`src/rtl/icache_dm.sv`:
```
`default_nettype none
// ============================================================================
//  Module   : icache_dm
//  Purpose  : Direct-mapped, read-only instruction cache sitting between the
//             PC and the IF pipeline register. Hits return the instruction in
//             the same cycle; misses run a single-line fill from memory over a
//             req/ready handshake while ic_stall holds the front end.
//  Revision : 1.0 - initial release
// ----------------------------------------------------------------------------
//  Parameters
//    ADDR_WIDTH  byte address width of pc and mem_addr (default 32)
//    INDEX_BITS  log2 of the line count (default 4 -> 16 lines)
//  Line geometry is fixed at 4 words x 32 bits = 128 bits.
// ----------------------------------------------------------------------------
//  Ports
//    clk        in   clock, all state changes on the rising edge
//    reset      in   synchronous, active-high reset
//    pc         in   fetch byte address (bits [1:0] ignored)
//    rd_en      in   a fetch is requested this cycle
//    inv        in   invalidate every line
//    instr      out  fetched instruction, valid when rd_en && !ic_stall
//    ic_stall   out  the fetch cannot complete this cycle
//    mem_req    out  registered line fill request
//    mem_addr   out  registered, line-aligned fill address
//    mem_ready  in   mem_rdata holds the requested line this cycle
//    mem_rdata  in   fill line, word k at bits [32k+31:32k]
// ============================================================================
module icache_dm #(
  parameter int ADDR_WIDTH = 32,
  parameter int INDEX_BITS = 4
) (
  input  logic                  clk,
  input  logic                  reset,
  input  logic [ADDR_WIDTH-1:0] pc,
  input  logic                  rd_en,
  input  logic                  inv,
  output logic [31:0]           instr,
  output logic                  ic_stall,
  output logic                  mem_req,
  output logic [ADDR_WIDTH-1:0] mem_addr,
  input  logic                  mem_ready,
  input  logic [127:0]          mem_rdata
);

  localparam int LINES    = 1 << INDEX_BITS;
  localparam int TAG_BITS = ADDR_WIDTH - 4 - INDEX_BITS;

  typedef enum logic {
    IDLE = 1'b0,
    FILL = 1'b1
  } state_t;

  state_t state;

  // Lookup address split
  logic [1:0]            offset;
  logic [INDEX_BITS-1:0] index;
  logic [TAG_BITS-1:0]   tag;

  assign offset = pc[3:2];
  assign index  = pc[3+INDEX_BITS:4];
  assign tag    = pc[ADDR_WIDTH-1:4+INDEX_BITS];

  // The latched fill address doubles as the fill index/tag source, so no
  // separate line-address register is kept.
  logic [INDEX_BITS-1:0] fill_index;
  logic [TAG_BITS-1:0]   fill_tag;

  assign fill_index = mem_addr[3+INDEX_BITS:4];
  assign fill_tag   = mem_addr[ADDR_WIDTH-1:4+INDEX_BITS];

  // Byte-offset bits of pc and the always-zero low bits of mem_addr carry no
  // information for the cache.
  logic unused_addr_bits;
  assign unused_addr_bits = &{1'b0, pc[1:0], mem_addr[3:0]};

  // Storage: valid bits need reset; tag/data arrays do not.
  logic [LINES-1:0]    valid;
  logic [TAG_BITS-1:0] tag_array  [LINES];
  logic [127:0]        data_array [LINES];

  logic        hit;
  logic        miss_launch;
  logic        fill_done;
  logic [31:0] hit_word;

  assign hit         = valid[index] && (tag_array[index] == tag);
  assign hit_word    = data_array[index][{offset, 5'b0} +: 32];
  assign miss_launch = (state == IDLE) && rd_en && !hit;
  // A reset in the same cycle as mem_ready aborts the fill with no write.
  assign fill_done   = (state == FILL) && mem_ready && !reset;

  // Combinational outputs, both forced quiet while reset is asserted.
  always_comb begin
    instr    = 32'h0;
    ic_stall = 1'b0;
    if (!reset) begin
      instr    = hit ? hit_word : 32'h0;
      ic_stall = (state == FILL) || miss_launch;
    end
  end

  // Control FSM with registered mem_req/mem_addr.
  always_ff @(posedge clk) begin
    if (reset) begin
      state    <= IDLE;
      mem_req  <= 1'b0;
      mem_addr <= '0;
      valid    <= '0;
    end else begin
      case (state)
        IDLE: begin
          if (miss_launch) begin
            state    <= FILL;
            mem_req  <= 1'b1;
            mem_addr <= {tag, index, 4'b0000};
          end
        end
        FILL: begin
          if (mem_ready) begin
            state             <= IDLE;
            mem_req           <= 1'b0;
            valid[fill_index] <= 1'b1;
          end
        end
        default: begin
          state   <= IDLE;
          mem_req <= 1'b0;
        end
      endcase
      // Flush wins over a coincident fill: the later assignment overrides
      // the valid bit set above, so the freshly filled line is discarded.
      if (inv) begin
        valid <= '0;
      end
    end
  end

  // Tag/data array write port; written only when a fill completes.
  always_ff @(posedge clk) begin
    if (fill_done) begin
      tag_array[fill_index]  <= fill_tag;
      data_array[fill_index] <= mem_rdata;
    end
  end

endmodule
`default_nettype wire

```
`config.mk`:
```
export PLATFORM = sky130hd
export DESIGN_NAME = icache_dm
export DESIGN_NICKNAME = d
export VERILOG_FILES = /design/src/rtl/icache_dm.sv
export SDC_FILE = /design/constraint.sdc
export NUM_CORES = 2
export LEC_CHECK = 0
export CAP_MARGIN = 20
export CORE_ASPECT_RATIO = 1.5
export CORE_MARGIN = 2
export CORE_UTILIZATION = 25
export CTS_CLUSTER_DIAMETER = 30
export DETAILED_ROUTE_END_ITERATION = 10
export PLACE_DENSITY = 0.36
export SYNTH_ARGS = -nofsm -noshare
export SYNTH_HDL_FRONTEND = slang
export SYNTH_SLANG_ARGS = --single-unit
```
`constraint.sdc`:
```
create_clock -name clk -period 10.38 [get_ports clk]
set_clock_uncertainty 0.15 [all_clocks]
set_input_delay 3.114 -clock clk [delete_from_list [all_inputs] [get_ports clk]]
set_output_delay 3.114 -clock clk [all_outputs]
set_load 0.03 [all_outputs]
```
# == Word-level counts from Yosys, hierarchy flattened ==
# Memory sizes are Yosys's and may differ from the RTL's.
# Index checks and enable logic that the tools add are counted.
# W data, S select, Z words.
# word_totals
output_inout_bits,66
ramBits,2432
rom_bits,0
latch_bits,0
in_bits,165
n_memories,2
reg_bits,46
# memory_table
memory,words,word_bits,read_ports,rd_clocked_by_memory_dff,wr,line,source
data_array,16,128,1,0,1,80,logic [127:0] data_array [LINES];
tag_array,16,24,1,0,1,79,logic [TAG_BITS-1:0] tag_array [LINES];
# classes
n_lt_le_gt_ge,3
n_addsub,0
mux,15
eq_ne,3
div,0
bitwise_logic,2
n_mul,0
n_reduce_logical,13
n_shift,1
# op_table
cell,count
$shiftx A128 B8 Y32,1
$mux W32,2
$eq A24 B24 Y1,1
$or A16 B16 Y16,1
$lt A4 B5 Y1 const B,2
$mux W1,9
$logic_and A1 B1 Y1,6
$reduce_and A2 Y1,3
$bmux W1 S4,1
$demux W1 S4,1
$ge A4 B1 Y1 const B,1
$ne A2 B2 Y1 const B,2
$pmux W1 S2,2
$logic_not A1 Y1,2
$reduce_or A2 Y1,1
$logic_or A1 B1 Y1,1
$not A1 Y1,1

# == Longest topological paths before layout ==
# depth
word_depth,7
mapped_depth,14
ltp_nobuf,8

# == Worst setup path before layout ==
# OpenSTA, ideal clock, no wires.
# synth_path
kind,in2reg
from,in reset
to,mem data_array[11][0] (enable)
required_ps,9564
path_stages,4
setup_ps,666
t_arrival_ps,9989
n_path_buf,1
path_slack_ps,-425
path_cell_list,clkinv_1 -> clkbuf_1 -> nand3_1 -> nor2_1
# synth_between
elab_chain_cells,4
# synth_rtl
item,line,source
from (decl),33,"input logic reset,"
$logic_not A1 Y1,-,
$logic_and A1 B1 Y1,91,assign fill_done = (state == FILL) && mem_ready && !reset;
$mux W1,141,if (fill_done) begin
$mux W1 (not written as such),143,data_array[fill_index] <= mem_rdata;
to (decl),80,
# Every way passes these cells.

# == Final worst setup path ==
# layout_path
from,in pc[5]
to,out ic_stall
# layout_between
elab_chain_cells,7
word_cells_on_any_way,9
classes_between,eq/ne (1); mux (3); reduce/logical (4); memory (1)
# layout_rtl
item,line,source
from (decl),34,"input logic [ADDR_WIDTH-1:0] pc,"
$mem_v2 Z16 W24 or $bmux W1 S4 (tied branches),-,
$eq A24 B24 Y1 or $mux W1 (tied branches),87,assign hit = valid[index] && (tag_array[index] == tag);
$logic_and A1 B1 Y1 (*),87,
$logic_not A1 Y1 (*),89,assign miss_launch = (state == IDLE) && rd_en && !hit;
$logic_and A1 B1 Y1 (*),89,
$logic_or A1 B1 Y1 (*),99,ic_stall = (state == FILL) || miss_launch;
$mux W1 (*),97,if (!reset) begin
to (decl),38,"output logic ic_stall,"
# Mark *: on every way between the ends. The rest lies on a longest branch, timed or not. The select of a mux whose other input is x is not followed.

==> qor.txt <==
RSZ-0062 raised after global routing -> no
Worst hold margin -> 306.1 ps
DR WL/cell -> 27.96 um
First-pass GRT wire length -> 396.7 mm
Cell family with most CP delay -> buffers and inverters
DIE WIDTH -> 507.1 um
DPL Wire Length -> 150.8 mm
Minimum clock period -> 10,060 ps
Area delta synth->final -> 29.39%
H-tree depth -> 6
Sw Ratio -> 21.00%
Yosys top cell area share -> 76.93%
Die H -> 758.7 um
Placer congestion estimate -> 0.7199
Finished Layout Cells -> 10,075
Fraction of layout cells with a size suffix above 1 -> 35.55%
CP Buf/Inv Count -> 4
Syn Inst Count -> 3,889
TritonCTS clock tree -> done
Peak supply drop -> 0.0001315 V
Via count -> 45,173
Crit path capture type -> output pin
Ys async rst share -> 0%
Clock share of power -> 58.3%
Final setup fails -> 0
Global route overflow -> 0
Clk sinks -> 2,478
Flop pwr share -> 38.1%
Routed WL -> 281.7 mm
Clock transition at the registers of the reported paths -> 40 ps
Most frequent cells in the layout -> 2,432 x edfxtp_1, 734 x mux4_2, 570 x clkbuf_16, 186 x clkdlybuf4s50_1, 110 x buf_4
Fillcell total -> 35,866
Design area -> 0.1228 sq mm
WS Path Type -> in2out
Post-synth EDFFs -> 2,432
Max Clk Rate -> 99.37 MHz
Synth Flop Type -> edfxtp_1
Io pins -> 231
Pleak -> 38.94 nW
CP startpoint kind -> input port
Tcrit/Tclk final -> 96.95%
Crit path top cell by count -> mux2i_1
Drt initial violations -> 2,967
PD cells -> 237.4 mW/mm^2
Hold Violations, Final -> 0
CTS resizes -> 0
Skew-Pair Late Insertion Delay -> 890 ps
Post-synthesis sequential area ratio -> 77.90%
Max stage delay on crit path -> 620 ps
Nets -> 4,784
Cell area after synthesis -> 0.09493 sq mm
Yosys reg bits -> 2,478
Setup bufs post-CTS -> 0
GRT Total Usage -> 14.51%
Residual DRC -> 0
Initial antenna violation count -> 77
Total of max-cap violations -> 0
CTS buffer count -> 555
Leading cell type in the layout, fill and taps excluded -> edfxtp_1
Synth cell types -> 67
Post-route ant nets -> 0
Vias per cell -> 4.484
Layout Utilization -> 32.42%
Critical-path top delay cell -> clkdlybuf4s50_1
Status -> finished clean
Leading area contributor after synthesis -> edfxtp_1
Crit-path cells -> buf_8 -> buf_12 -> buf_4 -> mux4_2 -> mux2i_1 -> xnor2_1 -> mux2i_1 -> o211ai_1 -> or4_1 -> o21ai_0 -> a21oi_1 -> clkdlybuf4s50_1
Placed Cells incl. Taps -> 9,084
Largest net degree at the start of global routing -> 124
Full die area -> 0.3848 sq mm
Max Fanout on Critical Path -> 28
Core ar. -> 0.3788 sq mm
I/O Buffers -> 224
Slew @ Worst Pin -> 1067 ps
Root Buffer -> clkbuf_16
Drt first pass iters -> 5
Placed cell area -> 0.1045 sq mm
Vias in the first global route -> 50,686
Critical Path RT -> 7120 ps
Combinational share of power -> 3.6%
Syn. warnings -> 0
Initial core utilization -> 25.06%
Final Max Slew Viols -> 0
WP data arrival -> 6800 ps
Synth area leaders -> edfxtp_1 77%, mux4_2 17%, mux2i_1 1.1%
Relative slew slack -> 28.90%
Net load switching power -> 0.006122 W
Hold buffer count at cts -> 0
Avg Synthesized Cell Area -> 24.41 sq um
Internal Power -> 0.02303 W
Min-Delay Path Class -> reg2reg
Row cnt -> 277
Bufs on Longest Clock Path -> 4
## synthesized netlist by cell type (all sizes together), types with 5 or more instances
cell / count
a211oi: 6
a21oi: 20
a22o: 6
a22oi: 6
a31oi: 5
buf: 127
clkbuf: 74
dfxtp: 46
edfxtp: 2432
inv: 8
mux2: 25
mux2i: 101
mux4: 738
nand2: 75
nand2b: 6
nand3: 5
nor2: 37
nor2b: 42
nor3: 16
nor4: 5
o21ai: 12
o221ai: 6
o22ai: 19
xnor2: 12
xor2: 7
## worst paths after layout
| path | startpoint | to | slack [ps] | cells past startpoint |
|---|---|---|---|---|
| max | pc[5] | ic_stall | 320 | 12 |
| min | valid[13]$_SDFFE_PP0P_ | valid[13]$_SDFFE_PP0P_ | 310 | 2 |
| max reg2reg | mem_addr[4]$_SDFFE_PP0P_ | data_array[5][84]$_DFFE_PP_ | 6600 | 5 |
| min reg2reg | valid[13]$_SDFFE_PP0P_ | valid[13]$_SDFFE_PP0P_ | 310 | 2 |
## through the flow
stage               TNS, ps  worst slack, ps  power (W)
finish                    0            316.7    0.02915
global route              0            8.448    0.03012
CTS                       0            208.1    0.02961
detailed placement        0            221.2    0.01237
global placement          0            259.8    0.01236
floorplan           -962110           -424.7    0.01185
## power by group through the flow
stage | Clock (W) | Sequential, W | Combinational [W]
3_3_place_gp | 0 | 0.0113 | 0.00108
6_report | 0.0170 | 0.0111 | 0.00104
2_1_floorplan | 0 | 0.0113 | 0.000567
5_1_grt | 0.0179 | 0.0111 | 0.00113
3_5_place_dp | 0 | 0.0113 | 0.00109
4_1_cts | 0.0174 | 0.0111 | 0.00109
## final cells by class
type | count | area [sq um] | share of cell area, %
Antenna cell | 10 | 25.02 | 0.02037
Clock buffer | 653 | 14630 | 11.91
Clock inverter | 328 | 3637 | 2.961
Inverter | 9 | 33.78 | 0.02750
Multi-Input combinational cell | 1199 | 20010 | 16.29
Sequential cell | 2478 | 73950 | 60.21
Tap cell | 5022 | 6284 | 5.116
Timing Repair Buffer | 376 | 4260 | 3.469
## logic make-up (layout without fill, tap and decap cells)
family                    count (synthesis)  in the layout  synth area share [%]
AOI/OAI and AO/OA                       105            105                0.7644
xor gates and xnor gates                 19             19                0.1832
buffers and inverters                   215           1366                 1.176
DFF                                    2478           2478                 77.90
muxes                                   864            864                 18.89
other                                     1             14              0.003950
and+or+nand+nor                         207            207                 1.087
## sequential cells by signal (all words and copies together) (netlist names)
signal and cells:
data_array 2048, mem_addr 28, mem_req 1, state 1
tag_array 384, valid 16
## metal layers
metal	global-route usage, %	wire [um]	vias up
li1	-	-	18538
met1	17.78	115400	24859
met2	25.90	146900	1152
met3	3.029	12690	584
met4	3.632	6472	40
met5	0	248	-
## worst reg2reg max path: cells and delay by family, from the launching register on
| family | cells | cell delay [ps] |
|---|---|---|
| buffers and inverters | 2 | 1530 |
| and+or+nand+nor | 3 | 1110 |
| DFF | 1 | 570 |
Power figures use the tool's default switching activity.
